**config.mk**
```make
export PLATFORM = sky130hd
export DESIGN_NAME = cache_fill_arbiter
export DESIGN_NICKNAME = d
export VERILOG_FILES = /design/src/rtl/cache_fill_arbiter_pkg.sv /design/src/rtl/cache_fill_arbiter_fill_word_counter.sv /design/src/rtl/cache_fill_arbiter.sv
export SDC_FILE = /design/constraint.sdc
export NUM_CORES = 1
export LEC_CHECK = 0
export BUFFER_PORTS_ARGS = -buffer_cell sky130_fd_sc_hd__buf_2
export CORE_MARGIN = 2
export CORE_UTILIZATION = 45
export CTS_BUF_LIST = sky130_fd_sc_hd__clkbuf_16
export CTS_CLUSTER_SIZE = 24
export DETAILED_ROUTE_END_ITERATION = 16
export GPL_TIMING_DRIVEN = 0
export PLACE_DENSITY_LB_ADDON = 0.25
export SLEW_MARGIN = 25
export SYNTH_ARGS = -nofsm -noshare
export SYNTH_HDL_FRONTEND = slang
export SYNTH_SLANG_ARGS = --single-unit
export TNS_END_PERCENT = 100
```
**constraint.sdc**
```tcl
create_clock -name clk -period 4.7 [get_ports clk]
set_clock_uncertainty 0.05 [all_clocks]
set_input_delay 0.705 -clock clk [delete_from_list [all_inputs] [get_ports clk]]
set_output_delay 0.705 -clock clk [all_outputs]
set_load 0.03 [all_outputs]
```
**src/rtl/cache_fill_arbiter_pkg.sv**
```systemverilog
// Shared definitions for the cache fill arbiter: FSM states, fill owner
// encoding, block geometry and the fixed memory read latency.
package cache_fill_arbiter_pkg;

    localparam int ADDR_W      = 16;
    localparam int DATA_W      = 16;
    localparam int BLOCK_WORDS = 8;
    localparam int WORD_IDX_W  = 3;
    localparam int MEM_LATENCY = 4;

    // Clears the byte-in-block bits: addr & ~(2*BLOCK_WORDS-1)
    localparam logic [ADDR_W-1:0] BLOCK_MASK = ~ADDR_W'(2 * BLOCK_WORDS - 1);

    typedef enum logic [1:0] {
        IDLE  = 2'd0,
        FILL  = 2'd1,
        WRITE = 2'd2
    } state_t;

    typedef enum logic {
        OWN_IC = 1'b0,
        OWN_DC = 1'b1
    } owner_t;

    // Byte address of a word within a block: base + {word, 1'b0}
    function automatic logic [ADDR_W-1:0] word_addr(input logic [ADDR_W-1:0]     base,
                                                    input logic [WORD_IDX_W-1:0] word);
        return base + {{(ADDR_W - WORD_IDX_W - 1){1'b0}}, word, 1'b0};
    endfunction

endpackage

```
**src/rtl/cache_fill_arbiter_fill_word_counter.sv**
```systemverilog
// fill_word_counter: 3-bit loadable word index that increments and wraps
// modulo 8, with a separate beat count that flags the last (8th) beat and
// saturates at "all 8 beats done".
module fill_word_counter
    import cache_fill_arbiter_pkg::*;
(
    input  logic                  clk,
    input  logic                  rst_n,
    input  logic                  i_load,
    input  logic [WORD_IDX_W-1:0] i_start,
    input  logic                  i_inc,
    output logic [WORD_IDX_W-1:0] o_word,
    output logic                  o_last,
    output logic                  o_done
);

    logic [WORD_IDX_W-1:0] r_word;
    logic [WORD_IDX_W:0]   r_count;

    assign o_word = r_word;
    assign o_last = (r_count == (WORD_IDX_W + 1)'(BLOCK_WORDS - 1));
    assign o_done = (r_count == (WORD_IDX_W + 1)'(BLOCK_WORDS));

    // Word index and beat count: load on grant, advance once per beat
    // NOTE: sequential state uses non-blocking assignments so every flop
    // samples pre-edge values regardless of statement order.
    always_ff @(posedge clk or negedge rst_n) begin
        if (!rst_n) begin
            r_word  <= '0;
            r_count <= '0;
        end else if (i_load) begin
            r_word  <= i_start;
            r_count <= '0;
        end else if (i_inc && !o_done) begin
            r_word  <= r_word + WORD_IDX_W'(1);
            r_count <= r_count + (WORD_IDX_W + 1)'(1);
        end
    end

endmodule

```
**src/rtl/cache_fill_arbiter.sv**
```systemverilog
// cache_fill_arbiter: serializes I-cache / D-cache block fills and D-cache
// write-through stores onto the single shared memory port.
// Optional feature macro: CRITICAL_WORD_FIRST_EN (fill starts at the missed
// word and wraps); undefined, every fill starts at word 0.
module cache_fill_arbiter
    import cache_fill_arbiter_pkg::*;
(
    input  logic              clk,
    input  logic              rst_n,
    input  logic              ic_miss,
    input  logic [ADDR_W-1:0] ic_miss_addr,
    input  logic              dc_miss,
    input  logic [ADDR_W-1:0] dc_miss_addr,
    input  logic              dc_wr_req,
    input  logic [ADDR_W-1:0] dc_wr_addr,
    input  logic [DATA_W-1:0] dc_wr_data,
    output logic              mem_rd,
    output logic              mem_wr,
    output logic [ADDR_W-1:0] mem_addr,
    output logic [DATA_W-1:0] mem_wdata,
    input  logic              mem_valid,
    input  logic [DATA_W-1:0] mem_rdata,
    output logic              ic_fill_we,
    output logic              dc_fill_we,
    output logic [2:0]        fill_word,
    output logic [DATA_W-1:0] fill_data,
    output logic              ic_fill_done,
    output logic              dc_fill_done,
    output logic              dc_wr_ack
);

    state_t                r_state;
    state_t                w_next_state;
    owner_t                r_owner;
    logic [ADDR_W-1:0]     r_base;

    logic                  w_miss_grant;
    owner_t                w_grant_owner;
    logic [ADDR_W-1:0]     w_grant_addr;
    logic [WORD_IDX_W-1:0] w_start;

    logic [WORD_IDX_W-1:0] w_issue_word;
    logic                  w_issue_done;
    logic                  w_unused_issue_last;
    logic [WORD_IDX_W-1:0] w_recv_word;
    logic                  w_recv_last;
    logic                  w_recv_done;

    logic                  w_issue;
    logic                  w_fill_valid;

    // Reads issue for 8 cycles in FILL; returning data is only accepted in
    // FILL and never past the 8th word.
    assign w_issue      = (r_state == FILL) && !w_issue_done;
    assign w_fill_valid = (r_state == FILL) && mem_valid && !w_recv_done;

`ifdef CRITICAL_WORD_FIRST_EN
    assign w_start = w_grant_addr[WORD_IDX_W:1];
`else
    assign w_start = '0;
`endif

    fill_word_counter u_issue_cnt (
        .clk     (clk),
        .rst_n   (rst_n),
        .i_load  (w_miss_grant),
        .i_start (w_start),
        .i_inc   (w_issue),
        .o_word  (w_issue_word),
        .o_last  (w_unused_issue_last),
        .o_done  (w_issue_done)
    );

    fill_word_counter u_recv_cnt (
        .clk     (clk),
        .rst_n   (rst_n),
        .i_load  (w_miss_grant),
        .i_start (w_start),
        .i_inc   (w_fill_valid),
        .o_word  (w_recv_word),
        .o_last  (w_recv_last),
        .o_done  (w_recv_done)
    );

    // State register
    always_ff @(posedge clk or negedge rst_n) begin
        if (!rst_n) begin
            r_state <= IDLE;
        end else begin
            r_state <= w_next_state;
        end
    end

    // Owner and block base captured at the miss grant; held for the whole fill
    always_ff @(posedge clk or negedge rst_n) begin
        if (!rst_n) begin
            r_owner <= OWN_IC;
            r_base  <= '0;
        end else if (w_miss_grant) begin
            r_owner <= w_grant_owner;
            r_base  <= w_grant_addr & BLOCK_MASK;
        end
    end

    // Fixed-priority grant, next state and memory/cache strobes
    // NOTE: every signal gets a default before the case so no path through
    // this block can hold a stale value (which would infer a latch).
    always_comb begin
        w_next_state  = r_state;
        w_miss_grant  = 1'b0;
        w_grant_owner = OWN_IC;
        w_grant_addr  = ic_miss_addr;
        mem_rd        = 1'b0;
        mem_wr        = 1'b0;
        mem_addr      = '0;
        mem_wdata     = '0;
        ic_fill_we    = 1'b0;
        dc_fill_we    = 1'b0;
        fill_word     = '0;
        fill_data     = '0;
        ic_fill_done  = 1'b0;
        dc_fill_done  = 1'b0;
        dc_wr_ack     = 1'b0;

        case (r_state)
            IDLE: begin
                // D side first: it belongs to the older instruction
                if (dc_miss) begin
                    w_next_state  = FILL;
                    w_miss_grant  = 1'b1;
                    w_grant_owner = OWN_DC;
                    w_grant_addr  = dc_miss_addr;
                end else if (dc_wr_req) begin
                    w_next_state  = WRITE;
                end else if (ic_miss) begin
                    w_next_state  = FILL;
                    w_miss_grant  = 1'b1;
                    w_grant_owner = OWN_IC;
                    w_grant_addr  = ic_miss_addr;
                end
            end

            FILL: begin
                mem_rd = w_issue;
                if (w_issue) begin
                    mem_addr = word_addr(r_base, w_issue_word);
                end
                if (w_fill_valid) begin
                    fill_word = w_recv_word;
                    fill_data = mem_rdata;
                    if (r_owner == OWN_DC) begin
                        dc_fill_we   = 1'b1;
                        dc_fill_done = w_recv_last;
                    end else begin
                        ic_fill_we   = 1'b1;
                        ic_fill_done = w_recv_last;
                    end
                    if (w_recv_last) begin
                        w_next_state = IDLE;
                    end
                end
            end

            WRITE: begin
                mem_wr       = 1'b1;
                mem_addr     = dc_wr_addr;
                mem_wdata    = dc_wr_data;
                dc_wr_ack    = 1'b1;
                w_next_state = IDLE;
            end

            default: begin
                w_next_state = IDLE;
            end
        endcase
    end

endmodule

```
After elaboration in Yosys (flattened, before gate mapping)
Cells that the tools add are included.

Multiplexer cells: 43. Equal/unequal tests: 8. Add/subtract/negate cells: 5. Reduce and logical (&&, ||, !) cells: 11.

Operators with widths (number): 2-to-1 mux 16 bit (6); one-hot mux 16 bit (2 select lines) (1); 2-to-1 mux 1 bit (20); 2-to-1 mux 3 bit (6); adder 16 x 4 -> 16 bit (1); 2-to-1 mux 4 bit (4); 2-to-1 mux 2 bit (5); adder 4 x 1 -> 4 bit, second input constant (2); equality test 4 bit, second input constant (2); adder 3 x 1 -> 3 bit, second input constant (2); logical AND 1 bit (5); equality test 4 x 3 -> 1 bit, second input constant (1); inequality test 4 bit, second input constant (1); one-hot mux 2 bit (2 select lines) (1); nonzero test 2 bit (2); AND reduction 3 bit (1); equality test 2 x 1 -> 1 bit, second input constant (1); equality test 2 bit, second input constant (1); zero test 1 bit (2); zero test 2 bit (1); inequality test 2 x 1 -> 1 bit, second input constant (1); inequality test 2 bit, second input constant (1).

Logic and storage cells: 74. Bits of input ports: 86. Bits in registers: 29.

Longest topological paths before layout
Gate-level depths: netlist of run 1.

Depth in word-level cells: 6. Depth in mapped cells: 7.

Modules after synthesis
Synthesis of run 1 repeated with hierarchy kept, for this count alone.

Cells, all modules: 237. Area total of the unflattened synthesis: 2264.7 um^2.

By module, submodules not included: cache_fill_arbiter (seq. area each 375.4 um^2, cells each 145, instances 1, area an instance 1406.3 um^2); fill_word_counter (seq. area each 175.2 um^2, cells each 46, instances 2, area an instance 429.2 um^2).

Least setup slack after synthesis of run 1
Ideal clock, no wire load.

Path type: reg-to-output. Start point: reg r_state[0]. End point: out mem_addr[10]. Arrival: 1.769 ns. Cell stages (with the launch flop): 7. Path slack: 2.176 ns. Cell sequence: dfrtp_1 -> inv_1 -> ha_1 -> and2_1 -> clkbuf_1 -> buf_2 -> a22o_1.

Word-level cells in the longest chain between the ends: 4.

RTL lines: start: declaration (line cache_fill_arbiter.sv:32) `state_t r_state;`; start signal: assignment (line cache_fill_arbiter.sv:90) `r_state <= w_next_state;`; equality test 2 x 1 -> 1 bit (line cache_fill_arbiter.sv:54, cache_fill_arbiter.sv:125); logical AND 1 bit (line cache_fill_arbiter.sv:54) `assign w_issue = (r_state == FILL) && !w_issue_done;`; 2-to-1 mux 16 bit (line cache_fill_arbiter.sv:145) `if (w_issue) begin`; one-hot mux 16 bit (2 select lines) * (line cache_fill_arbiter.sv:125) `case (r_state)`; end: declaration (line cache_fill_arbiter.sv:19) `output logic [ADDR_W-1:0] mem_addr,`.

Every way passes the cells marked *; elsewhere a longest branch is shown, timed or not.

Worst setup path in the final report of run 1
Start point: reg r_state[0]. End point: out mem_addr[4].

The elaborated chain is that of the path after synthesis.

==> impl_metrics.ini, run 1 <==
[route]
number_of_routed_nets_with_antenna_violations = 0
wirelength_um = 5438
route.detailed.wl_per_inst_um = 13.36
drt_pass1_iterations = 4
routed_via_density = 5.118
vias = 2083
detail_route.iter0.violations = 37
drc_errors = 0

[cells_and_area]
mostFrequentLayoutCells = sky130_fd_sc_hd__buf_2, sky130_fd_sc_hd__and2_1, sky130_fd_sc_hd__dfrtp_1
final_nets = 450
final_layout_size_suffix_gt1_frac = 0.5014
insertedDiodeCount = 0
mostFrequentLayoutCell = sky130_fd_sc_hd__buf_2
area.growth.synth_to_final_pct = 42.77

[power]
seqPwrFrac = 0.246
p_sw_frac = 0.4534
p_comb_frac = 0.587
vdd.ir_drop.worst_mv = 0.3687
p_per_area_mw_per_mm2 = 594.6
power.leakage_nw = 1.591
power_switching_uw = 785.9
intPower_uw = 947.5
total_power_mw = 1.733
clock_power_share = 0.168

[setup_path]
critPathRequiredTime_ns = 3.94
worstSetupStartpointType = flip-flop
timing_worst_setup_path_type = flip-flop to primary output
crit-reg2reg-launch = r_state[1]$_DFFE_PN0P_
critPathLaunch = r_state[0]$_DFFE_PN0P_
critical_path_arrival_ns = 2.16
crit_path_max_incr_delay_ns = 0.38
worstPathCellList = inv_1 > ha_1 > and2_1 > clkbuf_1 > buf_2 > a22o_1 > buf_2
end_kind = primary output
critical_path.max_fanout = 11
crit_path_frequent_cell = sky130_fd_sc_hd__buf_2
crit_path_top_delay_cell = sky130_fd_sc_hd__dfrtp_1

[clock_tree]
clock_sink_count = 29
numCtsBuffers = 5
postCtsResizedCells = 0
clk-insertion-delay-late_ns = 0.27
cts_post_setup_buffers_inserted = 0
cts_tree = built
cts_hold_repair.buffers = 0
clkSlewWorstSetupHoldPaths_ns = 0.05
clock_tree.root_cell = sky130_fd_sc_hd__clkbuf_16
ctsLongestPathBuffers = 2
htree_num_levels = 2

[synthesis]
postSynthNetCount = 308
ys_types = 38
synth_area_mm2 = 0.002042
post_synthesis_sequential_area_ratio = 0.3554
postSynthAreaPerCell_um2 = 9.587
syn_inst = 213
ys.flop_type = sky130_fd_sc_hd__dfrtp_1
ys.warnings.count = 0
yosys_register_bits = 29
synthArstFlopShare = 1.000
synth-edff-count = 0

[timing]
final_clock_period_utilization_by_the_worst_path = 0.6199
setup_viol_count_final = 0
layout_min_cycle_time_ns = 2.914
hold-worst-slack_ns = 0.4049
max-slew-margin-rel = 0.5727
setup_total_negative_slack_ns = 0
tightest_slew_ns = 0.6410
rsz0062_at_grt = false
timing.final.max_slew_violations = 0
finalHoldViolations = 0
fmaxAchievable_mhz = 343.2

[global_route]
grt_start_max_net_pins = 30
first_global_vias = 1884
grt_first_pass_wirelength_um = 8355
groute.usage.overall = 0.2083
initial_antenna_violation_count = 0
grt_remaining_overflow = 0

[floorplanning]
start_util = 0.4690
floorplan.core_area_mm2 = 0.004354
placementRows = 24
vertical_die_dimension_um = 71.36
die_area_mm2 = 0.005092
io_pins = 144
die_w_um = 71.36

[worst_hold_path]
min-delay-path-class = input pin to asynchronous set/reset pin

[placement]
detailed_place_hpwl_um = 4168
count_of_buffers_inserted_at_the_top_level_ports = 135
gp_congestion = 0.8147

[outcome]
outcome = complete, no violations

[run]
max_cap_violations = 0
==> routing by layer <==
metal / track usage / share of wire / vias up
met3: 0.05345 / 0.086 / 9
met1: 0.2286 / 0.37 / 948
met5: 0 / 0 / -
met2: 0.3714 / 0.52 / 94
met4: 0.1027 / 0.018 / 0
li1: - / - / 1032
==> power by group through the flow <==
stage | Sequential [mW] | Clock (mW) | Combinational, mW
finish | 0.426 | 0.290 | 1.02
global route | 0.440 | 0.308 | 1.11
CTS | 0.423 | 0.296 | 1.02
detailed placement | 0.427 | 0 | 1.02
global placement | 0.420 | 0 | 0.995
floorplan | 0.405 | 0 | 0.767
==> path summary, 6_finish.rpt <==
| kind | to | slack (ns) | cells after the start |
|---|---|---|---|
| setup / recovery | mem_addr[4] | 1.79 | 7 |
| hold / removal | r_owner$_DFFE_PN0P_ | 0.40 | 1 |
| setup reg to reg | r_base[12]$_DFFE_PN0P_ | 2.89 | 6 |
| hold reg to reg | r_base[6]$_DFFE_PN0P_ | 0.46 | 1 |
| max in group asynchronous | u_recv_cnt.r_count[0]$_DFFE_PN0P_ | 3.77 | 1 |
| min in group clk | r_base[6]$_DFFE_PN0P_ | 0.46 | 1 |
==> critical path: cells and delay by family, from the launching register on <==
family | cells | cell delay (ns)
AO/OA/AOI/OAI | 1 | 0.19
AND/OR/NAND/NOR | 1 | 0.17
adder cells (fa/ha/maj) | 1 | 0.33
buffers and inverters | 4 | 0.82
flip-flops | 1 | 0.38
==> metrics by stage <==
| step | cells | util | area (um2) | worst slack, ns |
|---|---|---|---|---|
| 6_report | 407 | 0.6695 | 2915 | 1.786 |
| 5_1_grt | 407 | 0.6695 | 2915 | 1.610 |
| 4_1_cts | 407 | 0.6695 | 2915 | 1.792 |
| 3_5_place_dp | 400 | 0.6391 | 2783 | 2.098 |
| 3_3_place_gp | 400 | 0.6391 | 2783 | 2.158 |
| 2_1_floorplan | 213 | - | 2042 | 2.176 |
==> synthesized netlist by cell type (all sizes together) (2+ instances only) <==
cell type | number | area (um2)
nand3b | 2 | 15.01
o21ai | 12 | 60.06
nor2 | 4 | 22.52
nand2 | 5 | 23.77
a22o | 15 | 131.4
buf | 11 | 81.32
clkbuf | 5 | 20.01
nor2b | 3 | 18.77
mux2 | 24 | 270.3
nand4 | 3 | 18.77
ha | 9 | 112.6
a21oi | 13 | 65.06
inv | 9 | 33.78
dfrtp | 29 | 725.7
and2 | 37 | 231.5
and3b | 2 | 17.52
nand3 | 6 | 30.03
nor3 | 7 | 35.03
or3 | 4 | 25.02
==> final cells by class <==
| type | count | area [um2] |
|---|---|---|
| Timing Repair Buffer | 135 | 675.6 |
| Clock buffer | 5 | 125.1 |
| Inverter | 9 | 33.78 |
| Fill cell | 361 | 1439 |
| Sequential cell | 29 | 725.7 |
| Tap cell | 52 | 65.06 |
| Multi-Input combinational cell | 159 | 1181 |
| Buffer | 16 | 101.3 |
| Clock inverter | 2 | 7.507 |
==> flip-flops by register name, summed over array words and instances (netlist names) <==
register and cells:
r_base 12, r_state 2, u_recv_cnt.o_word 3, u_recv_cnt.r_count 4
u_issue_cnt.o_word 3, r_owner 1, u_issue_cnt.r_count 4
==> kinds of logic (layout without fill, tap and decap cells) <==
| kind of cell | Yosys count | in the layout | synth area share |
|---|---|---|---|
| AO/OA/AOI/OAI | 46 | 46 | 0.1483 |
| XOR/XNOR | 1 | 1 | 0.004290 |
| adder cells (fa/ha/maj) | 9 | 9 | 0.05515 |
| buffers and inverters | 25 | 167 | 0.06617 |
| flip-flops | 29 | 29 | 0.3554 |
| multiplexers | 25 | 25 | 0.1373 |
| AND/OR/NAND/NOR | 78 | 78 | 0.2335 |
(Power assumes the default switching activity.)
==> inputs of run 2 (changes only) <==
Settings changed: CORE_UTILIZATION 45 to 37.
Clock period 4.7 ns to 2.4 ns, I/O delays scaled along.
==> run 2 against run 1 <==
  * First-iteration DRC count up 62%
  * Clock power up 100%
  * Critical endpoint is now mem_addr[12]
  * Highest routed layer unchanged
  * Register-to-register slack worse by 2.3 ns
  * Power up 98%
  * Via count up 1.2%
  * Critical path type unchanged
  * Routed wire length down 1.7%
  * Global-route usage down 4.1 points
  * Hold slack worse by 0.34 ns
  * Final area up 2.7%
  * Combinational power up 100%
  * Utilization down 12 points
==> impl_metrics.ini, run 2 (same netlist as run 1, synthesis figures left out) <==
[route]
routed_via_density = 4.893
drt_pass1_iterations = 4
detail_route.iter0.violations = 60
drc_errors = 0
wirelength_um = 5346
vias = 2109
number_of_routed_nets_with_antenna_violations = 0
route.detailed.wl_per_inst_um = 12.40

[global_route]
grt_start_max_net_pins = 30
groute.usage.overall = 0.1674
grt_first_pass_wirelength_um = 8280
first_global_vias = 1934
grt_remaining_overflow = 0
initial_antenna_violation_count = 0

[power]
vdd.ir_drop.worst_mv = 0.4869
total_power_mw = 3.441
power.leakage_nw = 1.610
p_per_area_mw_per_mm2 = 1149

[setup_path]
crit_path_top_delay_cell = sky130_fd_sc_hd__dfrtp_1
critPathRequiredTime_ns = 1.99
timing_worst_setup_path_type = flip-flop to primary output
critical_path_arrival_ns = 1.90
worstSetupStartpointType = flip-flop
worst-path-buf-inv = 3
crit_path_max_incr_delay_ns = 0.38
rrSetupSlack_ns = 0.62
critical_path.max_fanout = 10
reg2reg_to = r_base[8]$_DFFE_PN0P_
crit-reg2reg-launch = r_state[1]$_DFFE_PN0P_
end_kind = primary output
critPathTopFamily = buffers and inverters
worst-r2r-cell-count = 6
worstPathCellList = inv_1 > ha_2 > nand3b_1 > and3_2 > buf_6 > a22o_1 > buf_2

[cells_and_area]
finish.utilization = 0.5542
final_nets = 453
final_layout_size_suffix_gt1_frac = 0.5265
insertedDiodeCount = 0
mostFrequentLayoutCells = sky130_fd_sc_hd__buf_2, sky130_fd_sc_hd__and2_1, sky130_fd_sc_hd__dfrtp_1
largest_register_ff_count = 12
multi_input_area_mm2 = 0.001191
layout.cells.non_filler = 431
area.growth.synth_to_final_pct = 46.69
mostFrequentLayoutCell = sky130_fd_sc_hd__buf_2
area.sequential_um2 = 725.7
filler_cell_count = 501
max_flop_register = r_base
largest_registers = r_base: 12 flops, u_issue_cnt.r_count: 4 flops, u_recv_cnt.r_count: 4 flops

[floorplanning]
vertical_die_dimension_um = 78.29
start_util = 0.3778
die_w_um = 78.29
die_area_mm2 = 0.006129
placementRows = 27
floorplan.core_area_mm2 = 0.005405
io_pins = 144

[timing]
final_clock_period_utilization_by_the_worst_path = 0.9632
rsz0062_at_grt = true
tightest_slew_ns = 0.6621
fmaxAchievable_mhz = 432.6
timing.final.max_slew_violations = 0
setup_viol_count_final = 0
finalHoldViolations = 0
max-slew-margin-rel = 0.5586
layout_min_cycle_time_ns = 2.312
hold-worst-slack_ns = 0.06920

[clock_tree]
ctsLongestPathBuffers = 2
clock_tree.root_cell = sky130_fd_sc_hd__clkbuf_16
cts_hold_repair.buffers = 0
htree_num_levels = 2
clock_sink_count = 29
numCtsBuffers = 5
clk-insertion-delay-late_ns = 0.27
clkSlewWorstSetupHoldPaths_ns = 0.05
cts_tree = built

[placement]
detailed_place_hpwl_um = 4115
count_of_buffers_inserted_at_the_top_level_ports = 135
place_inst = 420
gp_congestion = 0.8151

[worst_hold_path]
min-delay-path-class = input pin to asynchronous set/reset pin

[outcome]
outcome = complete, no violations

[run]
max_cap_violations = 0
run 2: cell count changes in the layout (fill, tap and decap cells not counted), moves of 2 or more:
| cell | delta |
|---|---|
| sky130_fd_sc_hd__buf_4 | +7 |
| sky130_fd_sc_hd__ha_1 | -3 |
| sky130_fd_sc_hd__clkinv_2 | +2 |
| sky130_fd_sc_hd__clkbuf_4 | +2 |
| sky130_fd_sc_hd__ha_2 | +3 |
| sky130_fd_sc_hd__buf_2 | -5 |
run 2: worst max path at each step:
stage                                             startpoint      endpoint  slack, ns  cells after the start
after floorplan                       r_state[0]$_DFFE_PN0P_  mem_addr[10]       0.22                      6
after global placement                r_state[0]$_DFFE_PN0P_  mem_addr[12]       0.19                      7
after detailed placement              r_state[0]$_DFFE_PN0P_  mem_addr[12]       0.17                      7
after CTS                 u_issue_cnt.r_count[0]$_DFFE_PN0P_  mem_addr[12]      0.002                      8
after global routing      u_issue_cnt.r_count[0]$_DFFE_PN0P_   mem_addr[8]     -0.009                      7
final                     u_issue_cnt.r_count[0]$_DFFE_PN0P_  mem_addr[12]       0.09                      7
run 2: cell type report:
class / count / share of cell area
multi-input cells: 159 / 0.3977
flip-flops and latches: 29 / 0.2423
repair buffers: 140 / 0.2398
clock buffers: 5 / 0.04177
plain buffers: 14 / 0.03258
well taps: 72 / 0.03008
inverters: 9 / 0.01128
clock inverters: 3 / 0.004595
run 2: layer usage:
metal | up-vias | track usage | wire length [um]
met1 | 969 | 0.1883 | 2154
met2 | 94 | 0.3121 | 2694
li1 | 1042 | - | -
met4 | 0 | 0.05789 | 56
met5 | - | 0 | 0
met3 | 4 | 0.03448 | 441
run 2: repair_timing:
item                       4_1_cts  5_1_grt
buffers inserted                 2        3
pin swaps                        1        1
gates resized for setup          4        7
setup endpoints to repair       20       31
hold endpoints to repair         0        0
run 2: through the flow:
step	instance area, um2	setup TNS, ns	worst slack (ns)
CTS	2970	0	0.002379
global route	2995	-0.02507	-0.009457
floorplan	2042	0	0.2213
global placement	2808	0	0.1914
finish	2995	0	0.08825
detailed placement	2808	0	0.1734
run 2: power breakdown:
part	internal (mW)	switching, mW	total [mW]
clock network	0.375	0.208	0.583
logic	0.842	1.20	2.04
registers	0.691	0.124	0.815
total	1.91	1.53	3.44
==> inputs of run 3 (changes only) <==
Settings changed: SETUP_SLACK_MARGIN from default to 0.4.
==> run 3 against run 2 <==
  * Combinational power is 54% higher
  * Maximum frequency grew 0.21%
  * Power rose by 34%
  * Clock-buffer cell count is the same
  * Die area did not move
  * Clock power up 2%
  * Highest routed layer unchanged
  * Routed wire length rose by 33%
  * Sequential power is 5.0% higher
  * Cell count up 6.7%
  * First-iteration DRC count unchanged
  * Critical path depth grew 1
==> impl_metrics.ini, run 3 (same netlist as run 1, synthesis figures left out) <==
[outcome]
outcome = complete, no violations

[global_route]
first_global_vias = 2251
grt_start_max_net_pins = 30
grt_remaining_overflow = 0
grt_first_pass_wirelength_um = 10330
initial_antenna_violation_count = 0
groute.usage.overall = 0.2141

[route]
drt_pass1_iterations = 4
route.detailed.wl_per_inst_um = 15.40
drc_errors = 0
detail_route.iter0.violations = 60
routed_via_density = 5.030
number_of_routed_nets_with_antenna_violations = 0
vias = 2314
wirelength_um = 7084

[setup_path]
worstSetupStartpointType = flip-flop
worstPathCellList = inv_2 > ha_4 > nand3b_1 > and3_4 > buf_6 > clkbuf_16 > a22o_4 > buf_6
crit_path_frequent_cell = sky130_fd_sc_hd__buf_6
worst-path-buf-inv = 4
timing_worst_setup_path_type = flip-flop to primary output
critical_path.max_fanout = 5
critical_path_arrival_ns = 1.90
crit_path_max_incr_delay_ns = 0.40
end_kind = primary output
critPathRequiredTime_ns = 1.99
crit_path_top_delay_cell = sky130_fd_sc_hd__dfrtp_1
critPathTopFamily = buffers and inverters

[cells_and_area]
final_nets = 482
layout.cells.non_filler = 460
largest_registers = r_base: 12 flops, u_issue_cnt.r_count: 4 flops, u_recv_cnt.r_count: 4 flops
mostFrequentLayoutCell = sky130_fd_sc_hd__buf_2
final_layout_size_suffix_gt1_frac = 0.6727
mostFrequentLayoutCells = sky130_fd_sc_hd__buf_2, sky130_fd_sc_hd__buf_6, sky130_fd_sc_hd__dfrtp_1
largest_register_ff_count = 12
finish.utilization = 0.6951
max_flop_register = r_base
stdcell_area_mm2 = 0.003757
area.growth.synth_to_final_pct = 84.01
insertedDiodeCount = 0

[clock_tree]
cts_tree = built
numCtsBuffers = 5
clk-insertion-delay-late_ns = 0.28
clock_sink_count = 29
clock_tree.root_cell = sky130_fd_sc_hd__clkbuf_16
ctsLongestPathBuffers = 2
clkSlewWorstSetupHoldPaths_ns = 0.05
htree_num_levels = 2

[power]
vdd.ir_drop.worst_mv = 0.7146
p_per_area_mw_per_mm2 = 1225
power.leakage_nw = 1.905

[run]
max_cap_violations = 0

[placement]
detailed_place_hpwl_um = 4290
place_inst = 420
count_of_buffers_inserted_at_the_top_level_ports = 135
gp_congestion = 0.7365
placement.cell_area_mm2 = 0.002833

[floorplanning]
vertical_die_dimension_um = 78.29
start_util = 0.3778
placementRows = 27
die_w_um = 78.29
io_pins = 144
floorplan.core_area_mm2 = 0.005405
die_area_mm2 = 0.006129

[timing]
fmaxAchievable_mhz = 433.5
finalHoldViolations = 0
max-slew-margin-rel = 0.5531
tightest_slew_ns = 0.6703
timing.final.max_slew_violations = 0
setup_total_negative_slack_ns = 0
rsz0062_at_grt = true
layout_min_cycle_time_ns = 2.307
final_clock_period_utilization_by_the_worst_path = 0.9612
setup_viol_count_final = 0

[worst_hold_path]
min-delay-path-class = input pin to asynchronous set/reset pin
[run 3: power by group]
group	internal, mW	total [mW]	switching [mW]
logic	1.62	3.15	1.53
clock network	0.374	0.596	0.221
registers	0.693	0.856	0.163
total	2.69	4.60	1.91
[run 3: layer usage]
layer | vias up | wire length [um] | track usage | share of wire
met3 | 15 | 354 | 0.04023 | 0.050
met5 | - | 0 | 0 | 0
met1 | 1119 | 2814 | 0.2435 | 0.40
met4 | 0 | 146 | 0.07544 | 0.021
li1 | 1107 | - | - | -
met2 | 73 | 3769 | 0.3983 | 0.53
[run 3: stage by stage]
stage | setup slack, ns | power (mW) | hold WS [ns]
final | 0.09315 | 4.603 | 0.06762
after global placement | 0.2379 | 2.828 | 0.3798
after CTS | 0.1474 | 4.153 | 0.09200
after floorplan | 0.3619 | 2.325 | 0.01441
after detailed placement | 0.2241 | 2.865 | 0.3816
after global routing | 0.04455 | 4.845 | 0.1354
[run 3: final cells by class]
class / count / area [um2]
Tap cell: 72 / 90.09
Fill cell: 384 / 1648
Sequential cell: 29 / 726.9
Multi-Input combinational cell: 159 / 1393
Inverter: 9 / 33.78
Clock buffer: 5 / 125.1
Buffer: 16 / 150.1
Timing Repair Buffer: 167 / 1226
Clock inverter: 3 / 12.51
[run 3: final timing paths]
| kind | startpoint | to | slack, ns | depth (start not counted) |
|---|---|---|---|---|
| worst max-delay path | u_issue_cnt.r_count[0]$_DFFE_PN0P_ | mem_addr[14] | 0.09 | 8 |
| worst min-delay path | rst_n | r_base[5]$_DFFE_PN0P_ | 0.07 | 1 |
| worst max register to register | u_issue_cnt.r_count[0]$_DFFE_PN0P_ | u_issue_cnt.r_count[0]$_DFFE_PN0P_ | 0.13 | 17 |
| worst min register to register | r_base[10]$_DFFE_PN0P_ | r_base[10]$_DFFE_PN0P_ | 0.46 | 1 |
| max in group asynchronous | rst_n | r_state[1]$_DFFE_PN0P_ | 1.75 | 1 |
| min in group clk | mem_valid | u_recv_cnt.r_count[1]$_DFFE_PN0P_ | 0.39 | 3 |
[run 3: what timing repair did]
action	in CTS	in global routing
pin swaps	22	11
hold buffers	0	0
cloned	2	1
setup endpoints to repair	49	48
buffers inserted	25	4
resized for setup	116	38
